### config.mk
export PLATFORM = sky130hd
export DESIGN_NAME = mem_arbiter
export DESIGN_NICKNAME = d
export VERILOG_FILES = /design/src/rtl/mem_arb_pkg.sv /design/src/rtl/rr_pick2.sv /design/src/rtl/mem_arbiter.sv
export SDC_FILE = /design/constraint.sdc
export NUM_CORES = 1
export LEC_CHECK = 0
export CORE_ASPECT_RATIO = 1.75
export CORE_MARGIN = 1
export CORE_UTILIZATION = 41
export CTS_CLUSTER_DIAMETER = 100
export CTS_CLUSTER_SIZE = 8
export DETAILED_ROUTE_END_ITERATION = 12
export PLACE_DENSITY = 0.8
export SLEW_MARGIN = 25
export SYNTH_ARGS = -nofsm -noshare
export SYNTH_HDL_FRONTEND = slang
export SYNTH_SLANG_ARGS = --single-unit
### constraint.sdc
create_clock -name clk -period 2.5 [get_ports clk]
set_input_delay 0.25 -clock clk [delete_from_list [all_inputs] [get_ports clk]]
set_output_delay 0.25 -clock clk [all_outputs]
set_load 0.005 [all_outputs]
### src/rtl/mem_arb_pkg.sv
// Shared types and constants for the two-core main-memory arbiter.
package mem_arb_pkg;

    localparam int unsigned ADDR_W_DEF  = 12;
    localparam int unsigned DATA_W_DEF  = 32;
    localparam int unsigned MEM_LAT_DEF = 2;
    localparam int unsigned CNT_W       = 4;

    typedef enum logic [1:0] {
        IDLE  = 2'd0,
        ISSUE = 2'd1,
        WAIT  = 2'd2,
        DONE  = 2'd3
    } arb_state_t;

    localparam logic REQ_ID0 = 1'b0;
    localparam logic REQ_ID1 = 1'b1;

endpackage

### src/rtl/rr_pick2.sv
// Two-way round-robin picker: on a tie the requester that was not served last wins.
module rr_pick2
    import mem_arb_pkg::*;
(
    input  logic [1:0] req,
    input  logic       last,
    output logic       grant_valid,
    output logic       grant_id
);

    always_comb begin
        grant_valid = |req;
        if (req == 2'b11) begin
            grant_id = (last == REQ_ID0) ? REQ_ID1 : REQ_ID0;
        end else begin
            grant_id = req[1];
        end
    end

endmodule

### src/rtl/mem_arbiter.sv
// Serialises both cores' cache-controller traffic onto the single-port main memory,
// returning a one-cycle ack and invalidating the other core's line on every write.
module mem_arbiter
    import mem_arb_pkg::*;
#(
    parameter int unsigned ADDR_W  = ADDR_W_DEF,
    parameter int unsigned DATA_W  = DATA_W_DEF,
    parameter int unsigned MEM_LAT = MEM_LAT_DEF
) (
    input  logic              clk,
    input  logic              rst,
    input  logic              req0,
    input  logic              req1,
    input  logic              we0,
    input  logic              we1,
    input  logic [ADDR_W-1:0] addr0,
    input  logic [ADDR_W-1:0] addr1,
    input  logic [DATA_W-1:0] wdata0,
    input  logic [DATA_W-1:0] wdata1,
    output logic              ack0,
    output logic              ack1,
    output logic [DATA_W-1:0] rdata0,
    output logic [DATA_W-1:0] rdata1,
    output logic [ADDR_W-1:0] mem_addr,
    output logic [DATA_W-1:0] mem_data,
    output logic              mem_rden,
    output logic              mem_wren,
    input  logic [DATA_W-1:0] mem_q,
    output logic              inv0,
    output logic              inv1,
    output logic [ADDR_W-1:0] inv_addr,
    output logic              busy
);

    arb_state_t        r_state;
    logic              r_last;
    logic              r_id;
    logic              r_we;
    logic [ADDR_W-1:0] r_addr;
    logic [DATA_W-1:0] r_wdata;
    logic [CNT_W-1:0]  r_cnt;

    arb_state_t        w_state_next;
    logic              w_grant_valid;
    logic              w_grant_id;
    logic              w_load;
    logic              w_capture;
    logic [CNT_W-1:0]  w_cnt_next;
    logic              w_sel_we;
    logic [ADDR_W-1:0] w_sel_addr;
    logic [DATA_W-1:0] w_sel_wdata;
    logic              w_enter_done;

    rr_pick2 u_pick (
        .req         ({req1, req0}),
        .last        (r_last),
        .grant_valid (w_grant_valid),
        .grant_id    (w_grant_id)
    );

    assign w_sel_we    = (w_grant_id == REQ_ID1) ? we1    : we0;
    assign w_sel_addr  = (w_grant_id == REQ_ID1) ? addr1  : addr0;
    assign w_sel_wdata = (w_grant_id == REQ_ID1) ? wdata1 : wdata0;

    always_comb begin
        w_state_next = r_state;
        w_load       = 1'b0;
        w_capture    = 1'b0;
        w_cnt_next   = r_cnt;
        case (r_state)
            IDLE: begin
                if (w_grant_valid) begin
                    w_state_next = ISSUE;
                    w_load       = 1'b1;
                end
            end
            ISSUE: begin
                if (r_we) begin
                    w_state_next = DONE;
                end else begin
                    w_state_next = WAIT;
                    w_cnt_next   = CNT_W'(MEM_LAT - 1);
                end
            end
            WAIT: begin
                if (r_cnt == '0) begin
                    w_capture    = 1'b1;
                    w_state_next = DONE;
                end else begin
                    w_cnt_next = r_cnt - CNT_W'(1);
                end
            end
            DONE:    w_state_next = IDLE;
            default: w_state_next = IDLE;
        endcase
    end

    assign w_enter_done = (w_state_next == DONE);

    // Outputs are registered from the next-state decision so they line up with the state they describe.
    always_ff @(posedge clk) begin
        if (rst) begin
            r_state  <= IDLE;
            r_last   <= REQ_ID1;
            r_id     <= REQ_ID0;
            r_we     <= 1'b0;
            r_addr   <= '0;
            r_wdata  <= '0;
            r_cnt    <= '0;
            ack0     <= 1'b0;
            ack1     <= 1'b0;
            rdata0   <= '0;
            rdata1   <= '0;
            mem_addr <= '0;
            mem_data <= '0;
            mem_rden <= 1'b0;
            mem_wren <= 1'b0;
            inv0     <= 1'b0;
            inv1     <= 1'b0;
            inv_addr <= '0;
            busy     <= 1'b0;
        end else begin
            r_state <= w_state_next;
            r_cnt   <= w_cnt_next;
            if (w_load) begin
                r_id     <= w_grant_id;
                r_we     <= w_sel_we;
                r_addr   <= w_sel_addr;
                r_wdata  <= w_sel_wdata;
                mem_addr <= w_sel_addr;
                mem_data <= w_sel_wdata;
            end
            mem_rden <= w_load & ~w_sel_we;
            mem_wren <= w_load &  w_sel_we;
            if (w_capture) begin
                if (r_id == REQ_ID1) rdata1 <= mem_q;
                else                 rdata0 <= mem_q;
            end
            ack0 <= w_enter_done & (r_id == REQ_ID0);
            ack1 <= w_enter_done & (r_id == REQ_ID1);
            inv0 <= w_enter_done & r_we & (r_id == REQ_ID1);
            inv1 <= w_enter_done & r_we & (r_id == REQ_ID0);
            if (w_enter_done && r_we) inv_addr <= r_addr;
            if (r_state == DONE) r_last <= r_id;
            busy <= (w_state_next != IDLE);
        end
    end

endmodule

# [Word level (Yosys, flattened, before mapping)]
# Index checks and enable logic that the tools add are counted.
[op_classes] addsub=1 n_eq_ne=7 muxes=16 bitwise_logic=9 n_reduce_logical=9
[ops] op="32-bit 2-to-1 mux" count=1
[ops] op="12-bit 2-to-1 mux" count=1
[ops] op="2-bit == test (second input constant)" count=4
[ops] op="1-bit 2-to-1 mux" count=8
[ops] op="4-bit 2-to-1 mux" count=2
[ops] op="2-bit case mux with 4 select lines" count=1
[ops] op="4-bit case mux with 2 select lines" count=1
[ops] op="1-bit bitwise AND" count=7
[ops] op="4-bit logical NOT" count=1
[ops] op="2-bit 2-to-1 mux" count=2
[ops] op="2-bit inequality test (second input constant)" count=2
[ops] op="2-bit AND reduction" count=2
[ops] op="2-bit nonzero test" count=2
[ops] op="4-bit by 1-bit subtractor with 4-bit output (second input constant)" count=1
[ops] op="3-bit AND reduction" count=1
[ops] op="2-bit by 1-bit == test with 1-bit output (second input constant)" count=1
[ops] op="2-bit logical NOT" count=1
[ops] op="1-bit inverter" count=2
[ops] op="2-bit OR reduction" count=1
[ops] op="1-bit logical AND" count=1
[totals] reg_bits=136 output_inout_bits=127

# [Logic depth before layout (Yosys ltp)]
# Gate-level depths: netlist (run 1).
[depth] word_depth=6 depth_mapped=9 mapped_depth_nobuf=6

# [Modules after synthesis]
# A second synthesis (run 1) with hierarchy kept.
[hier_totals] cells_unflattened=618 hier_area_um2=5532.8
[by_module_without_submodules] module="mem_arbiter" instances=1 cells_each=616 area_each_um2=5519.0 seq_area_each_um2=2722.6
[by_module_without_submodules] module="rr_pick2" instances=1 cells_each=2 area_each_um2=13.8 seq_area_each_um2=0.0

# [Least setup slack after synthesis (run 1)]
# Ideal clock, no wire load.
[synth_timing] kind="register to register" start="register r_state[0]" end="register inv_addr[10]" setup_ns=0.072 arrival_ns=1.937 required_time_ns=2.428 path_slack_ns=0.491 stages_incl_launch_ff=9 n_path_buf=2 period_less_slack_ns=2.009 cell_sequence="dfxtp_1 inv_1 ha_1 and4bb_1 buf_6 o31ai_4 a2111oi_4 buf_6 mux2i_1"
[synth_via] elab_chain_len=4
[synth_rtl] element="start, declared" line_no="mem_arbiter.sv:35" text="arb_state_t r_state;"
[synth_rtl] element="start signal, assigned" line_no="mem_arbiter.sv:123" text="r_state <= w_state_next;"
[synth_rtl] element="2-bit == test, or another cell as far along" line_no="mem_arbiter.sv:70" text="case (r_state)"
[synth_rtl] element="2-bit case mux with 4 select lines (*)" line_no="mem_arbiter.sv:70"
[synth_rtl] element="2-bit == test (*)" line_no="mem_arbiter.sv:98" text="assign w_enter_done = (w_state_next == DONE);"
[synth_rtl] element="1-bit logical AND (*)" line_no="mem_arbiter.sv:143" text="if (w_enter_done && r_we) inv_addr <= r_addr;"
[synth_rtl] element="end signal, assigned" line_no="mem_arbiter.sv:143"
[synth_rtl] element="end, declared" line_no="mem_arbiter.sv:31" text="output logic [ADDR_W-1:0] inv_addr,"
# Every way passes the cells marked *; elsewhere a longest branch is shown, timed or not.
# A chain may end at the register's enable or synchronous reset.

# [Worst setup path in the final report (run 1)]
[layout_timing] start="register r_state[0]" end="register inv_addr[6]"
# Same word-level chain as after synthesis.

==> summary by stage, run 1 <==
Clock network
After clock tree synthesis, the setup repair step added 0 buffers. For this design, the sink count on the clock tree is 136. The CTS tree is done. The clock passes through at most 2 buffers. The number of gates resized after CTS is 0. Clock-pin slew was measured on the worst setup and hold paths at around 0.060 ns.

For the worst-skew pair, the clock arrives at the later sink with an insertion delay of 0.41 ns. The clock tree synthesis step divided the H-tree into 4 levels. The clock root buffer master is clkbuf_16. TritonCTS created 17 clock buffers. In this run, post-CTS hold repair placed 0 buffers.

GRT
The met3 routing resource usage after global routing is about 7.2%. Global routing used between 20% and 30% of the available met1 tracks. After global routing the overflow that remains totals 0. Global routing used a little under a quarter of the available tracks.

The met2 track demand over resource in global routing is 42.6%. The number of global-route vias before repair is just over 5k. Entering global routing, the biggest net connects 71 pins. The initial antenna violation count is 0. The global routing stage identified its most utilized layer as met2. The global-route wire length before repair is roughly 24000 um.

Worst setup path
In this run the worst path has a maximum fanout of 12. The category of the worst setup path capture point is a flop. For flop-to-flop paths, the worst setup slack is about 0.19 ns. In this run the worst setup path terminates at inv_addr[6]. STA classifies the critical path startpoint as a flop. The signal arrival time at the worst endpoint is roughly 2.6 ns. The start point of the critical path is r_state[0].

The data required time at the worst endpoint is about 2.8 ns. In this run the critical register-to-register path is captured at inv_addr[6]. The critical path is of the reg2reg type.

In this run the critical register-to-register path is launched from r_state[0]. The number of cells on the worst reg-to-reg path is 7.

Yosys
The simple-gate share of the synthesized area is around 18%. After synthesis, the mean cell area works out to 8.88 um^2. The top cell type by area accounts for about 50% of the synthesized area. Yosys instantiated no cell more often than dfxtp_1.

In the synthesized netlist the dominant register cell turns out to be dfxtp_1. After technology mapping, the gate count stands at 607. The netlist area before placement is about 5400 um^2. In this run, synthesis inferred 0 flip-flops with an integrated enable. The main combinational cell family by area after synthesis is simple AND/OR/NAND/NOR gates. Summed over all instances, the cell type with the most area after synthesis is dfxtp_1. The number of distinct library cells after synthesis is 34.

The portion of netlist area occupied by mux cells is a little over a tenth. The synthesized netlist devotes about 15% of its cell area to compound gates. Sequential elements use just over 50% of the synthesized area. The async set-reset flop share out of synthesis is 0%. After synthesis, the cell types taking the most area are dfxtp_1 50%, mux2i_1 11%, nand2_1 9.1%, a21oi_1 6.3%, a211oi_1 6.3%. The total of flip-flops plus latches after synthesis is 136. Summing the areas of all xor and xnor instances in the mapped netlist gives 0% of the synthesized area. Ranked by instance count, the synthesized netlist is headed by 136 x dfxtp_1, 130 x nand2_1, 68 x a21oi_1, 57 x mux2i_1, 51 x nor2_1. The total number of yosys warnings is 0. The total nets after synthesis is 740. The fraction of the mapped netlist area in adder cells is ~1.6%.

Floorplan
In this run the core area contains 55 standard-cell rows. The region available for standard cell placement spans 12900 um^2. The starting density of the core is about two fifths. The die extent in y is around 150 um. In this run the horizontal extent of the chip is around 90 um. The I/O pin count is around 250. The die covers about 14000 um^2.

Hold path
The kind of path behind the tightest hold check is in2reg.

Timing
The count of endpoints failing setup in the final report is 0. The setup TNS after final layout is 0 ns. The count of pins over their slew limit is 0. Between clock sinks in the finished design, the worst skew comes to between 0.01 and 0.015 ns. Setup repair after global routing left no endpoint under its margin.

The ratio of final minimum period to clock period is between 90% and 100%. In the post-route analysis, the smallest setup slack over all paths is between 0.15 and 0.2 ns. The peak clock frequency supported by timing is roughly 430 MHz.

The post-layout minimum cycle time is between 2 and 2.5 ns. The headroom to the max-slew limit is around 65%. For the pin with the worst max-slew slack, the measured transition is around 0.53 ns. The hold violation total from the final report came to 0.

Final layout
Compared with the post-synthesis result, the final layout area differs by 60.5%. The post-layout instance area is around 8700 um^2. Cells with a size suffix above 1 make up 5.62% of the layout. After the flow finishes, the layout carries non-filler instances totaling approximately 1.0k.

The filler cell count in the final layout is between 1k and 1.5k. The number of diodes is 0. The layout net count is around 1000.

Power and ir drop
The leakage dissipation is 0.00309 uW. VDD sags by at most approximately 650 uV. Dividing total power by cell area gives a power density of about 900 nW/um^2.

Place
The detailed placement HPWL is about 11000 um. The pre-CTS setup slack is 0.188 ns. The cell count after placement is 993. The global placer's final weighted congestion is about 0.8. Once placement finished, the instance area stood at between 8000 and 9000 um^2. The count of port buffers added during placement is roughly 250.

Route
The violation count after the first detailed-route iteration is ~160. The routed design has approximately 15000 um of wire. After detailed routing, the average wire length per cell comes to 15.0 um. The pre-antenna-repair detailed-routing pass consisted of 7 iterations.

The via count is roughly 5.1k. Dividing the detail-routed via count by the number of cells gives between 5 and 6. Once detail routing completed, the nets flagged for antenna violations numbered 0.

After detailed routing, the number of remaining DRC violations is 0.

Run
Max-cap violations in this run came to 0.

Outcome
The flow ran to the end, and the final reports show no timing, DRC or antenna violations.
[placed cells by master, fill, tap and decap left out, types with 2 or more instances in the layout]
cell type,n
dfxtp_1,136
inv_6,2
mux2i_1,57
clkbuf_16,17
buf_4,8
and2_2,2
o32ai_1,2
nand2_1,130
a21oi_1,68
buf_12,3
a211oi_1,45
nor2b_1,2
inv_1,10
clkdlybuf4s50_1,251
clkinv_4,6
nor2_1,51
ha_1,7
nand2b_1,26
nor3_1,5
nor4_1,3
bufinv_16,3
clkbuf_1,2
[metal layers]
metal / vias to the layer above / wire length [um]
met2: 220 / 8280
met4: 0 / 545
met1: 2343 / 5450
met5: - / 0
met3: 41 / 1100
li1: 2531 / -
[registers in the layout, indices dropped and copies added, names as in the netlist, 2 cells and up]
signal	count
inv_addr	12
mem_data	32
r_addr	12
r_cnt	4
r_state	2
rdata0	32
rdata1	32
[layout make-up]
class / count / area (um^2) / area share [%]
inverters: 10 / 37.5 / 0.434
clock buffers: 19 / 433 / 5.00
repair buffers: 262 / 2630 / 30.4
flip-flops and latches: 136 / 2720 / 31.5
clock inverters: 13 / 173 / 2.00
well taps: 171 / 214 / 2.47
multi-input cells: 414 / 2440 / 28.2
[cell families (layout without fill, tap and decap cells)]
kind of cell	Yosys count	in the layout
compound gates	124	124
simple gates	226	226
fa+ha+maj	7	7
flops	136	136
buf+inv	57	304
mux	57	57
[power by group]
part | leakage (uW) | internal, uW | switching (uW)
Sequential | 0.00111 | 2610 | 253
Clock | 0.000292 | 1580 | 948
Combinational | 0.00168 | 1370 | 1250
Total | 0.00309 | 5560 | 2450
[metrics by stage]
stage                     util [%]  power, uW  hold WS, ns
final                         67.2       8010        0.291
after floorplan                  -       4220        0.386
after detailed placement      62.5       5530        0.446
after global placement        62.5       5410        0.442
after CTS                     67.2       8080        0.287
after global routing          67.2       8460        0.304
[worst min path at each step]
| stage | cells past startpoint | to | start | slack (ns) |
|---|---|---|---|---|
| after CTS | 2 | r_id | rst | 0.29 |
| final | 2 | r_id | rst | 0.29 |
| after global placement | 2 | rdata1[15] | rdata1[15] | 0.44 |
| after detailed placement | 2 | rdata1[4] | rdata1[4] | 0.45 |
| after global routing | 2 | r_id | rst | 0.30 |
| after floorplan | 2 | rdata0[0] | mem_q[0] | 0.39 |
[critical path, cell delays in order, from the launching register on]
cell and delay [ns]:
dfxtp_1 0.33, inv_1 0.20, ha_1 0.28, and4bb_1 0.41
o31ai_4 0.13, a2111oi_4 0.37, buf_4 0.30, mux2i_1 0.23
Note: power is estimated with default switching activity, not from simulation.
==> inputs of run 2 (changes only) <==
--- a/config.mk
+++ b/config.mk
@@ -7,11 +7,11 @@
 export LEC_CHECK = 0
 export CORE_ASPECT_RATIO = 1.75
 export CORE_MARGIN = 1
-export CORE_UTILIZATION = 41
+export CORE_UTILIZATION = 37
 export CTS_CLUSTER_DIAMETER = 100
 export CTS_CLUSTER_SIZE = 8
 export DETAILED_ROUTE_END_ITERATION = 12
-export PLACE_DENSITY = 0.8
+export PLACE_DENSITY = 0.76
 export SLEW_MARGIN = 25
 export SYNTH_ARGS = -nofsm -noshare
 export SYNTH_HDL_FRONTEND = slang
==> constraint.sdc (replaced) <==
create_clock -name clk -period 2 [get_ports clk]
set_input_delay 0.2 -clock clk [delete_from_list [all_inputs] [get_ports clk]]
set_output_delay 0.2 -clock clk [all_outputs]
set_load 0.005 [all_outputs]
==> summary by stage, run 2 (synthesized netlist as in run 1, its figures left out) <==
Worst setup path
The worst-case reg-to-reg path depth was 7 (unchanged). The worst setup path is captured at a flop. The number of buffers and inverters on the critical path is 2 (unchanged). The largest stage delay on the critical path is 0.36 ns (-0.05 ns). The worst register-to-register path ends at inv_addr[3]. On the critical path, the stage with the largest delay is an instance of a2111oi_4. The critical path is of the reg2reg type.

The startpoint of the most critical register-to-register path is r_state[0]. STA classifies the critical path startpoint as a flop. The largest fanout of any net on the critical path is 12 (unchanged). The signal arrival time at the worst endpoint is 2.20 ns (-0.44 ns). In this design, the largest share of critical-path delay is due to compound AO/OA/AOI/OAI gates.

The data required time at the worst endpoint is 2.34 ns (-0.49 ns). The setup slack of the worst register-to-register path is 0.14 ns (-0.05 ns). Traced cell by cell, the critical path runs through inv_1 -> ha_1 -> and4bb_4 -> o31ai_4 -> a2111oi_4 -> buf_12 -> mux2i_1.

Timing
The post-layout minimum cycle time is 1.86 ns (-0.451 ns). The headroom to the max-slew limit came to 58.3% (-6.6 points). The setup TNS after final layout came to 0 ns (unchanged). The transition time at the pin with the least slew margin is 0.625 ns (+0.0989 ns). The count of endpoints failing setup in the final report was 0 (unchanged). The ratio of final minimum period to clock period is 93.1% (+0.57 points). Setup repair after global routing left no endpoint under its margin. The count of pins over their slew limit was 0 (unchanged). The hold violation total from the final report is 0 (unchanged).

The worst setup skew after layout is 0.0132 ns (+0.00160 ns). The peak clock frequency supported by timing is 537 MHz (+24%).

GRT
The maximum number of pins on one net before global-route repair is 64 (-9.9%). The total congestion overflow is 0 (unchanged). The initial antenna violation count came to 0 (unchanged). The global-route wire length before repair was 23300 um (-3.8%).

The global-route usage over all layers was 19.7% (-3.2 points). The number of global-route vias before repair was 4773 (-7.5%).

Outcome
The run finished with clean final reports.

Hold path
In this run the most critical hold path is launched from rst. The endpoint of the worst hold-timing path is r_state[0]. The path class of the tightest hold or removal check is in2reg. The count of cells along the worst hold path was 2 (unchanged).

Clock network
The clock root buffer master is clkbuf_16. The CTS tree is done. The buffer depth of the longest clock path is 2 (unchanged).

The maximum level of the CTS H-tree came to 4 (unchanged). The insertion delay to the later sink of the worst-skew pair was 0.41 ns (about the same). The clock sink total is 136 (unchanged). The CTS buffer count is 17 (unchanged).

The post-CTS clock slew at the launch and capture registers of the worst setup and hold paths is 0.06 ns (about the same). The number of post-CTS setup repair buffers came to 0 (unchanged).

Floorplan
The x dimension of the die came to 93.3 um (+5.1%). The core footprint was 14300 um^2 (+11%). The area of the die came to 15100 um^2 (+11%).

The placement row count is 58 (+5.5%). The die extent in y is 162 um (+5.2%). The I/O pin count is 253 (unchanged).

The starting density of the core is 37.7% (-4.2 points).

Place
The count of port buffers added during placement is 252 (unchanged). The cell count after placement was 1013 (+2.0%). The detailed placement HPWL was 10900 um (-4.7%). The global placer's final weighted congestion is 0.798 (+1.1%).

Power and ir drop
The net switching share of the total power is 30.7% (+0.11 points). The part of the total power dissipated in the clock network is 31.6% (about the same). The power density over cell area is 1170 nW/um^2 (+27%). The sequential share of power is 34.5% (-1.2 points).

The combinational share of power is 33.9% (+1.2 points). The internal power of the cells is 7170 uW (+29%). The leakage dissipation is 0.00316 uW (+2.3%). The net load switching power is 3170 uW (+30%). The worst ir drop on vdd is 522 uV (-20%).

Final layout
The fraction of final layout cells with drive strength greater than 1 is 7.05% (+1.4 points). The largest registers in the layout are mem_data x32, rdata0 x32, rdata1 x32. The number of diodes is 0 (unchanged).

The count of placed standard cells in the final layout, fillers left out is 1045 (+2.0%). Compared with the post-synthesis result, the final layout area differs by 63.4%. In the layout the commonest cells are 251 x clkdlybuf4s50_1, 136 x dfxtp_1, 130 x nand2_1. The layout net count came to 985 (+1.1%). Leaving out fill and tap cells, the most frequent cell in the layout is clkdlybuf4s50_1.

Route
The per-cell routed wire length is 14.2 um (-5.0%). The per-cell via count in the routed design is 4.82 (-3.8%). The detailed-route DRC error count is 0 (unchanged). The violation count after the first detailed-route iteration came to 165 (+4.4%). The post-detailed-route count of antenna-violating nets was 0 (unchanged). The routed wire length is 14900 um (-3.2%). The first-pass iteration count of the detailed router was 5 (-2). The via count came to 5037 (-1.9%).

Run
The number of maximum-capacitance constraint violations is 0 (unchanged).
[run 2: what timing repair did]
action                     in CTS  in global routing
gates cloned                    0                  0
hold buffers                    0                  0
setup endpoints to repair       5                 76
resized for setup               0                  4
[run 2: area by class of cell]
type	count	area, um^2
multi-input combinational	414	2440
sequential	136	2720
timing repair buffer	273	2770
clock buffer	18	429
clock inverter	14	188
fill	1223	5480
tap	180	225
inverter	10	37.5
[run 2: how the worst max path moves through the flow]
stage / start / to / slack (ns) / depth (start not counted)
final: r_state[0] / inv_addr[3] / 0.14 / 7
after global routing: r_state[0] / inv_addr[0] / 0.007 / 7
after CTS: r_state[0] / rdata0[23] / -0.01 / 6
after detailed placement: r_state[0] / rdata1[9] / 0.000006 / 6
after global placement: req0 / inv_addr[0] / 0.09 / 6
after floorplan: r_state[0] / inv_addr[10] / 0.04 / 8
[run 2: power by group through the flow]
stage	combinational (uW)	clock, uW	sequential (uW)
CTS	3530	3340	3570
global route	3850	3460	3640
detailed placement	3520	0	3620
global placement	3460	0	3600
floorplan	1640	0	3630
finish	3510	3270	3570
[run 2: worst reg2reg max path, cell delays in order (launching register included)]
cell and delay [ns]:
dfxtp_1 0.33, inv_1 0.10, ha_1 0.19, and4bb_4 0.32, o31ai_4 0.10, a2111oi_4 0.36
buf_12 0.20, mux2i_1 0.20
[run 2: layer usage]
metal / vias up / part of all wire (%) / global-route usage [%]
met4: 0 / 3.0 / 10.0
li1: 2547 / - / -
met5: - / 0 / 0
met3: 29 / 4.8 / 4.63
met2: 180 / 54 / 36.2
met1: 2281 / 39 / 20.5
[run 2: stage by stage]
step | setup slack [ns] | hold WS (ns) | utilization [%] | area, um^2 | power (uW)
2_1_floorplan | 0.0414 | 0.336 | - | 5390 | 5270
3_3_place_gp | 0.0905 | 0.441 | 57.3 | 8190 | 7060
3_5_place_dp | 0.00000622 | 0.446 | 57.3 | 8190 | 7140
4_1_cts | -0.0143 | 0.287 | 61.6 | 8810 | 10400
5_1_grt | 0.00672 | 0.335 | 61.6 | 8810 | 11000
6_report | 0.139 | 0.284 | 61.6 | 8810 | 10300
